File: src/rtl/cam_capture_ctrl.sv
// Purpose : DVP camera capture; assembles RGB565 or Y-only pixels into linear frame-RAM writes.
// Latency : we/addr/wdata are valid 2 pclk after the byte that completes a pixel is sampled.
// Backpr. : none; the camera cannot be stalled, and the frame RAM accepts one write per pclk.
//
// Ports   : pclk/reset (sync, active-high); arm, continuous, mode control inputs;
//           vsync/href/data camera bus; we/addr/wdata frame-RAM write port;
//           busy, frame_done, line_err (sticky), frame_cnt status outputs.
// Option  : define CAM_DECIM2_EN to add the 'decim' input (2x2 decimated capture).
module cam_capture_ctrl #(
   parameter int H_PIX   = 320,
   parameter int V_LINES = 240,
   parameter int ADDR_W  = 17,
   parameter int DATA_W  = 16
) (
   input  logic              pclk,
   input  logic              reset,
   input  logic              arm,
   input  logic              continuous,
   input  logic              mode,
   input  logic              vsync,
   input  logic              href,
   input  logic [7:0]        data,
`ifdef CAM_DECIM2_EN
   input  logic              decim,
`endif
   output logic              we,
   output logic [ADDR_W-1:0] addr,
   output logic [DATA_W-1:0] wdata,
   output logic              busy,
   output logic              frame_done,
   output logic              line_err,
   output logic [7:0]        frame_cnt
);

   localparam int COL_W = $clog2(H_PIX + 1);
   localparam int ROW_W = (V_LINES > 1) ? $clog2(V_LINES) : 1;

   typedef enum logic [2:0] {
      S_IDLE, S_WAIT_VS, S_WAIT_LINE, S_LINE, S_LINE_END, S_FRAME_END
   } state_t;

   // Two-deep input pipeline: the first stage is the registered copy used for
   // edge detection, the second stage is what the FSM consumes. This lets the
   // FSM enter LINE on the href rising edge without losing the first byte.
   logic        vsync_q, vsync_qq, href_q, href_qq, arm_q;
   logic [7:0]  data_q, data_qq;

   state_t              state_q, state_d;
   logic [COL_W-1:0]    col_q, col_d;
   logic [ROW_W-1:0]    row_q, row_d;
   logic [ADDR_W-1:0]   line_base_q, line_base_d;
   logic                phase_q, phase_d;
   logic [7:0]          hi_q, hi_d;
   logic                overrun_q, overrun_d;
   logic                we_q, we_d;
   logic [ADDR_W-1:0]   addr_q, addr_d;
   logic [DATA_W-1:0]   wdata_q, wdata_d;
   logic                busy_q, busy_d;
   logic                frame_done_q, frame_done_d;
   logic                line_err_q, line_err_d;
   logic [7:0]          frame_cnt_q, frame_cnt_d;
`ifdef CAM_DECIM2_EN
   logic [ADDR_W-1:0]   dbase_q, dbase_d;
`endif

   logic vs_rise, vs_fall, href_rise, href_fall, arm_rise;
   logic err_set, pix_vld, wr_ok;
   logic [DATA_W-1:0] pix;
   logic [ADDR_W-1:0] wr_addr;

   assign vs_rise   =  vsync_q & ~vsync_qq;
   assign vs_fall   = ~vsync_q &  vsync_qq;
   assign href_rise =  href_q  & ~href_qq;
   assign href_fall = ~href_q  &  href_qq;
   assign arm_rise  =  arm     & ~arm_q;

   // Write enable/address for the pixel at col_q; decimation drops odd rows and
   // columns and packs the survivors densely.
`ifdef CAM_DECIM2_EN
   assign wr_ok   = !(decim && (col_q[0] || row_q[0]));
   assign wr_addr = decim ? (dbase_q + ADDR_W'(col_q >> 1))
                          : (line_base_q + ADDR_W'(col_q));
`else
   assign wr_ok   = 1'b1;
   assign wr_addr = line_base_q + ADDR_W'(col_q);
`endif

   always_comb begin
      state_d      = state_q;
      col_d        = col_q;
      row_d        = row_q;
      line_base_d  = line_base_q;
      phase_d      = phase_q;
      hi_d         = hi_q;
      overrun_d    = overrun_q;
      we_d         = 1'b0;
      addr_d       = addr_q;
      wdata_d      = wdata_q;
      busy_d       = busy_q;
      frame_done_d = 1'b0;
      frame_cnt_d  = frame_cnt_q;
      err_set      = 1'b0;
      pix_vld      = 1'b0;
      pix          = '0;
`ifdef CAM_DECIM2_EN
      dbase_d      = dbase_q;
`endif

      case (state_q)
         S_IDLE: begin
            if (arm) state_d = S_WAIT_VS;
         end

         // Waiting for the end of a sync pulse. Dropping arm before a frame
         // has started cancels the pending capture.
         S_WAIT_VS: begin
            if (!arm) begin
               state_d = S_IDLE;
            end else if (vs_fall) begin
               busy_d      = 1'b1;
               row_d       = '0;
               line_base_d = '0;
`ifdef CAM_DECIM2_EN
               dbase_d     = '0;
`endif
               state_d     = S_WAIT_LINE;
            end
         end

         S_WAIT_LINE: begin
            if (vs_rise) begin
               err_set = 1'b1;
               busy_d  = 1'b0;
               state_d = arm ? S_WAIT_VS : S_IDLE;
            end else if (href_rise) begin
               col_d     = '0;
               phase_d   = 1'b0;
               overrun_d = 1'b0;
               state_d   = S_LINE;
            end
         end

         S_LINE: begin
            if (vs_rise) begin
               err_set = 1'b1;
               busy_d  = 1'b0;
               state_d = arm ? S_WAIT_VS : S_IDLE;
            end else begin
               // The last byte of a line is still in the second stage when the
               // falling edge is seen, so it is consumed in the same cycle.
               if (href_qq) begin
                  phase_d = ~phase_q;
                  if (!phase_q) begin
                     hi_d = data_qq;
                     if (mode) begin
                        pix_vld  = 1'b1;
                        pix[7:0] = data_qq;
                     end
                  end else if (!mode) begin
                     pix_vld   = 1'b1;
                     pix[15:0] = {hi_q, data_qq};
                  end
                  if (pix_vld) begin
                     if (col_q < COL_W'(H_PIX)) begin
                        // col saturates at H_PIX; the overrun flag records
                        // anything beyond it.
                        col_d = col_q + COL_W'(1);
                        if (wr_ok) begin
                           we_d    = 1'b1;
                           addr_d  = wr_addr;
                           wdata_d = pix;
                        end
                     end else begin
                        overrun_d = 1'b1;
                     end
                  end
               end
               if (href_fall) state_d = S_LINE_END;
            end
         end

         S_LINE_END: begin
            if (vs_rise) begin
               err_set = 1'b1;
               busy_d  = 1'b0;
               state_d = arm ? S_WAIT_VS : S_IDLE;
            end else begin
               if (col_q != COL_W'(H_PIX) || overrun_q || phase_q) err_set = 1'b1;
               row_d       = row_q + ROW_W'(1);
               line_base_d = line_base_q + ADDR_W'(H_PIX);
`ifdef CAM_DECIM2_EN
               if (row_q[0]) dbase_d = dbase_q + ADDR_W'(H_PIX / 2);
`endif
               state_d = (row_q == ROW_W'(V_LINES - 1)) ? S_FRAME_END : S_WAIT_LINE;
            end
         end

         S_FRAME_END: begin
            frame_done_d = 1'b1;
            frame_cnt_d  = frame_cnt_q + 8'd1;
            busy_d       = 1'b0;
            state_d      = (continuous && arm) ? S_WAIT_VS : S_IDLE;
         end

         default: state_d = S_IDLE;
      endcase

      // A new error outranks a clear arriving in the same cycle.
      line_err_d = err_set | (line_err_q & ~arm_rise);
   end

   always_ff @(posedge pclk) begin
      if (reset) begin
         vsync_q      <= 1'b0;
         vsync_qq     <= 1'b0;
         href_q       <= 1'b0;
         href_qq      <= 1'b0;
         data_q       <= '0;
         data_qq      <= '0;
         arm_q        <= 1'b0;
         state_q      <= S_IDLE;
         col_q        <= '0;
         row_q        <= '0;
         line_base_q  <= '0;
         phase_q      <= 1'b0;
         hi_q         <= '0;
         overrun_q    <= 1'b0;
         we_q         <= 1'b0;
         addr_q       <= '0;
         wdata_q      <= '0;
         busy_q       <= 1'b0;
         frame_done_q <= 1'b0;
         line_err_q   <= 1'b0;
         frame_cnt_q  <= '0;
`ifdef CAM_DECIM2_EN
         dbase_q      <= '0;
`endif
      end else begin
         vsync_q      <= vsync;
         vsync_qq     <= vsync_q;
         href_q       <= href;
         href_qq      <= href_q;
         data_q       <= data;
         data_qq      <= data_q;
         arm_q        <= arm;
         state_q      <= state_d;
         col_q        <= col_d;
         row_q        <= row_d;
         line_base_q  <= line_base_d;
         phase_q      <= phase_d;
         hi_q         <= hi_d;
         overrun_q    <= overrun_d;
         we_q         <= we_d;
         addr_q       <= addr_d;
         wdata_q      <= wdata_d;
         busy_q       <= busy_d;
         frame_done_q <= frame_done_d;
         line_err_q   <= line_err_d;
         frame_cnt_q  <= frame_cnt_d;
`ifdef CAM_DECIM2_EN
         dbase_q      <= dbase_d;
`endif
      end
   end

   assign we         = we_q;
   assign addr       = addr_q;
   assign wdata      = wdata_q;
   assign busy       = busy_q;
   assign frame_done = frame_done_q;
   assign line_err   = line_err_q;
   assign frame_cnt  = frame_cnt_q;

endmodule

File: config.mk
export PLATFORM = sky130hd
export DESIGN_NAME = cam_capture_ctrl
export DESIGN_NICKNAME = d
export VERILOG_FILES = /design/src/rtl/cam_capture_ctrl.sv
export SDC_FILE = /design/constraint.sdc
export NUM_CORES = 1
export LEC_CHECK = 0
export ABC_AREA = 1
export CAP_MARGIN = 30
export CORE_MARGIN = 4
export CORE_UTILIZATION = 40
export CTS_CLUSTER_SIZE = 20
export DETAILED_ROUTE_END_ITERATION = 16
export SLEW_MARGIN = 10
export SYNTH_ARGS = -nofsm -noshare
export SYNTH_HDL_FRONTEND = slang
export SYNTH_SLANG_ARGS = --single-unit
File: constraint.sdc
create_clock -name pclk -period 1.57 [get_ports pclk]
set_input_delay 0.314 -clock pclk [delete_from_list [all_inputs] [get_ports pclk]]
set_output_delay 0.314 -clock pclk [all_outputs]
set_load 0.02 [all_outputs]
==> metrics.txt <==
mean area per synthesized cell roughly 7.1 µm²; Port Buffers just under 60; dpl hpwl approximately 8.6 mm; Post-Syn Area 0.00487 mm²; FP Rows 40; Worst-path clk slew about 0.070 ns; post-synth net total 705; post-route setup slack 0.0523 ns; crit path capture type register; peak supply drop 742 µV; hold depth 2; cell count after synthesis about 680; Tcrit/Tclk final 96.7%; core area between 0.01 and 0.015 mm²; fmax between 600 and 700 MHz; setup_tns 0 ns; die area around 0.014 mm²; outcome completed; DR vias/cell slightly below 5; Clock Tree Buf Depth 2; Hold-fix buffers, CTS 0; Synth Flop Type dfxtp_1; R2R setup slack about 0.052 ns; R2R depth 10; critical-path maximum fanout 5; vias in the first global route around 4500; Pleak ~0.003 µW; WP data required around 1.8 ns; Synth Area in Simple Gates between 20% and 30%; Initial Util 40.7%; number of synthesized flops with an enable pin 0; kind of critical path reg2reg; GPL Wtd Cong between 0.8 and 0.9; CTS sink cnt 107; CTS HTree Levels 3; RR Endpoint addr[12]; initial detailed-routing violation count approximately 190; Yosys reg bits between 100 and 150; area leader, netlist dfxtp_1; gr ovfl total 0; Power, Total 6140 µW; top area cells in the synthesized netlist dfxtp_1 44%, nor2_1 11%, nand2_1 8.2%; final WL around 12 mm; Synth top cells by count 140 x nor2_1, 107 x dfxtp_1, 106 x nand2_1, 84 x inv_1; post-synthesis cell type count 43; Avg WL per Cell 13.0 µm; largest net degree at the start of global routing 55; register area between 0.002 and 0.0025 mm²; crit start category register; Final min period ~1.5 ns; 1st-pass router iterations 4; die height between 100 and 150 µm; post-synthesis sequential area ratio 44.0%; vias about 4600; Adder-Cell Fraction of Synth Area under 10%; FF-to-FF Start state_q[1]; Multi-input gate area ~0.0024 mm²; Final Hold Viols 0; antenna violations before repair 0; FILL cells 1172; Power Density around 950 mW/mm²; most frequent cell after synthesis nor2_1; async set-or-reset flop fraction in the synthesized netlist 0%; I/O pin count 60; die extent in x between 100 and 150 µm; main combinational cell family by area after synthesis simple AND/OR/NAND/NOR gates; area fraction in compound gates after synthesis about an eighth; Max Cap Viol 0; share of cells above drive strength 1 17.3%; RSZ-0062 raised after global routing yes; # nets final roughly 800; Final Max Tran Viols 0; Synth top area share roughly 44%; Data arrival, critical path between 1.5 and 2 ns; yosys warns 0; hold path startpoint data_q[0]; Hold Crit Class reg2reg; final clock skew ~0.0074 ns; pre-CTS setup slack -0.369 ns; Area Growth Syn to Fin 33.4%; hold endpoint data_qq[0]; ANT nets after route 0; mux share of post-synthesis cell area 0%; CTS buffer count 9; # DRC 0; first-pass GRT wire length a little over 20 mm; Clock Latency Late Sink between 0.3 and 0.4 ns; TritonCTS clock tree yes; GRT Total Usage between 15 and 20%; Setup Viol. Count Final 0; xor/xnor cell area share of the yosys netlist around 2.2%; n_diodes 0; Root Driver clkbuf_16
worst max path at each step:
stage,from,endpoint,slack [ns],cells past startpoint
2_1_floorplan,col_q[7],addr[16],0.05,9
3_3_place_gp,mode,col_q[1],-0.33,10
3_5_place_dp,mode,col_q[1],-0.37,11
4_1_cts,state_q[1],overrun_q,0.02,11
5_1_grt,state_q[1],addr[12],-0.07,10
6_report,state_q[1],addr[12],0.05,10
worst max-delay path, stage by stage (launching register included):
cell and delay, ns:
dfxtp_2 0.36, inv_4 0.05, nor2_4 0.15, nand2_4 0.11, nor2_4 0.16, nand2_4 0.09, clkinv_4 0.12, clkbuf_16 0.15
nand2_1 0.05, o21ai_1 0.12, inv_1 0.05
power by group:
part	switching, µW	internal, µW	total [µW]
logic	563	373	936
registers	71.2	2800	2870
clock network	1040	1290	2330
total	1670	4460	6140
stage by stage:
step | instances | util (%) | instance area [µm²] | hold slack, ns
6_report | 937 | 54.3 | 6490 | 0.403
5_1_grt | 937 | 54.3 | 6490 | 0.427
4_1_cts | 930 | 52.2 | 6250 | 0.405
3_5_place_dp | 909 | 49.3 | 5890 | 0.395
3_3_place_gp | 909 | 49.3 | 5890 | 0.391
2_1_floorplan | 681 | - | 4870 | 0.388
cells in the final DEF (no fill, tap or decap), types with 2 or more instances in the layout:
| master | synthesis | final |
|---|---|---|
| a211oi_2 | 2 | 2 |
| a21oi_1 | 48 | 45 |
| a21oi_2 | 1 | 3 |
| buf_12 | 0 | 5 |
| buf_4 | 2 | 44 |
| buf_6 | 5 | 4 |
| clkbuf_16 | 0 | 10 |
| clkdlybuf4s50_1 | 0 | 12 |
| dfxtp_1 | 107 | 101 |
| dfxtp_2 | 0 | 4 |
| dfxtp_4 | 0 | 2 |
| dlygate4sd2_1 | 0 | 45 |
| ha_1 | 9 | 8 |
| inv_1 | 84 | 81 |
| inv_2 | 5 | 5 |
| inv_4 | 1 | 2 |
| inv_6 | 0 | 4 |
| nand2_1 | 106 | 97 |
| nand2_2 | 5 | 11 |
| nand2_4 | 2 | 6 |
| nand3_1 | 36 | 33 |
| nand3_2 | 0 | 3 |
| nand4_1 | 9 | 9 |
| nor2_1 | 140 | 133 |
| nor2_2 | 3 | 5 |
| nor2_4 | 4 | 9 |
| nor3_1 | 10 | 10 |
| nor3_4 | 1 | 2 |
| nor3b_1 | 2 | 2 |
| o21ai_0 | 48 | 39 |
| o21ai_1 | 8 | 15 |
| o21ai_2 | 1 | 2 |
| o21ai_4 | 1 | 2 |
| xnor2_1 | 5 | 5 |
| xor2_1 | 7 | 7 |
sequential cells by signal, indices dropped and copies added, names as in the netlist, 3 cells and up:
register     flops
col_q            9
data_q           8
line_base_q     11
hi_q             8
row_q            8
wdata           16
state_q          3
addr            17
data_qq          8
frame_cnt        8
routing by layer:
metal  up-vias  global-route usage [%]  part of all wire [%]
met4         0                    6.23                   2.3
met1      2135                    20.4                    43
met3        24                    3.64                   3.9
met5         -                       0                     0
li1       2375                       -                     -
met2        87                    30.7                    50
cell families after synthesis:
group,Yosys count
and+or+nand+nor,321
AOI/OAI and AO/OA,117
buffers and inverters,114
DFF,107
xor gates and xnor gates,12
adders and majority gates,9
other,1
cell type report:
cell class | count | share of cell area [%]
clock buffers | 10 | 3.68
repair buffers | 114 | 16.3
flip-flops and latches | 107 | 33.2
clock inverters | 6 | 1.06
multi-input cells | 462 | 37.4
well taps | 147 | 2.83
inverters | 91 | 5.49
what timing repair did:
action                                  4_1_cts  5_1_grt
gates cloned                                  1        3
resized for setup                            58       57
pin swaps                                     1        8
endpoints found under the setup margin       90       55
setup buffers                                 4        4
(Power assumes the default switching activity.)
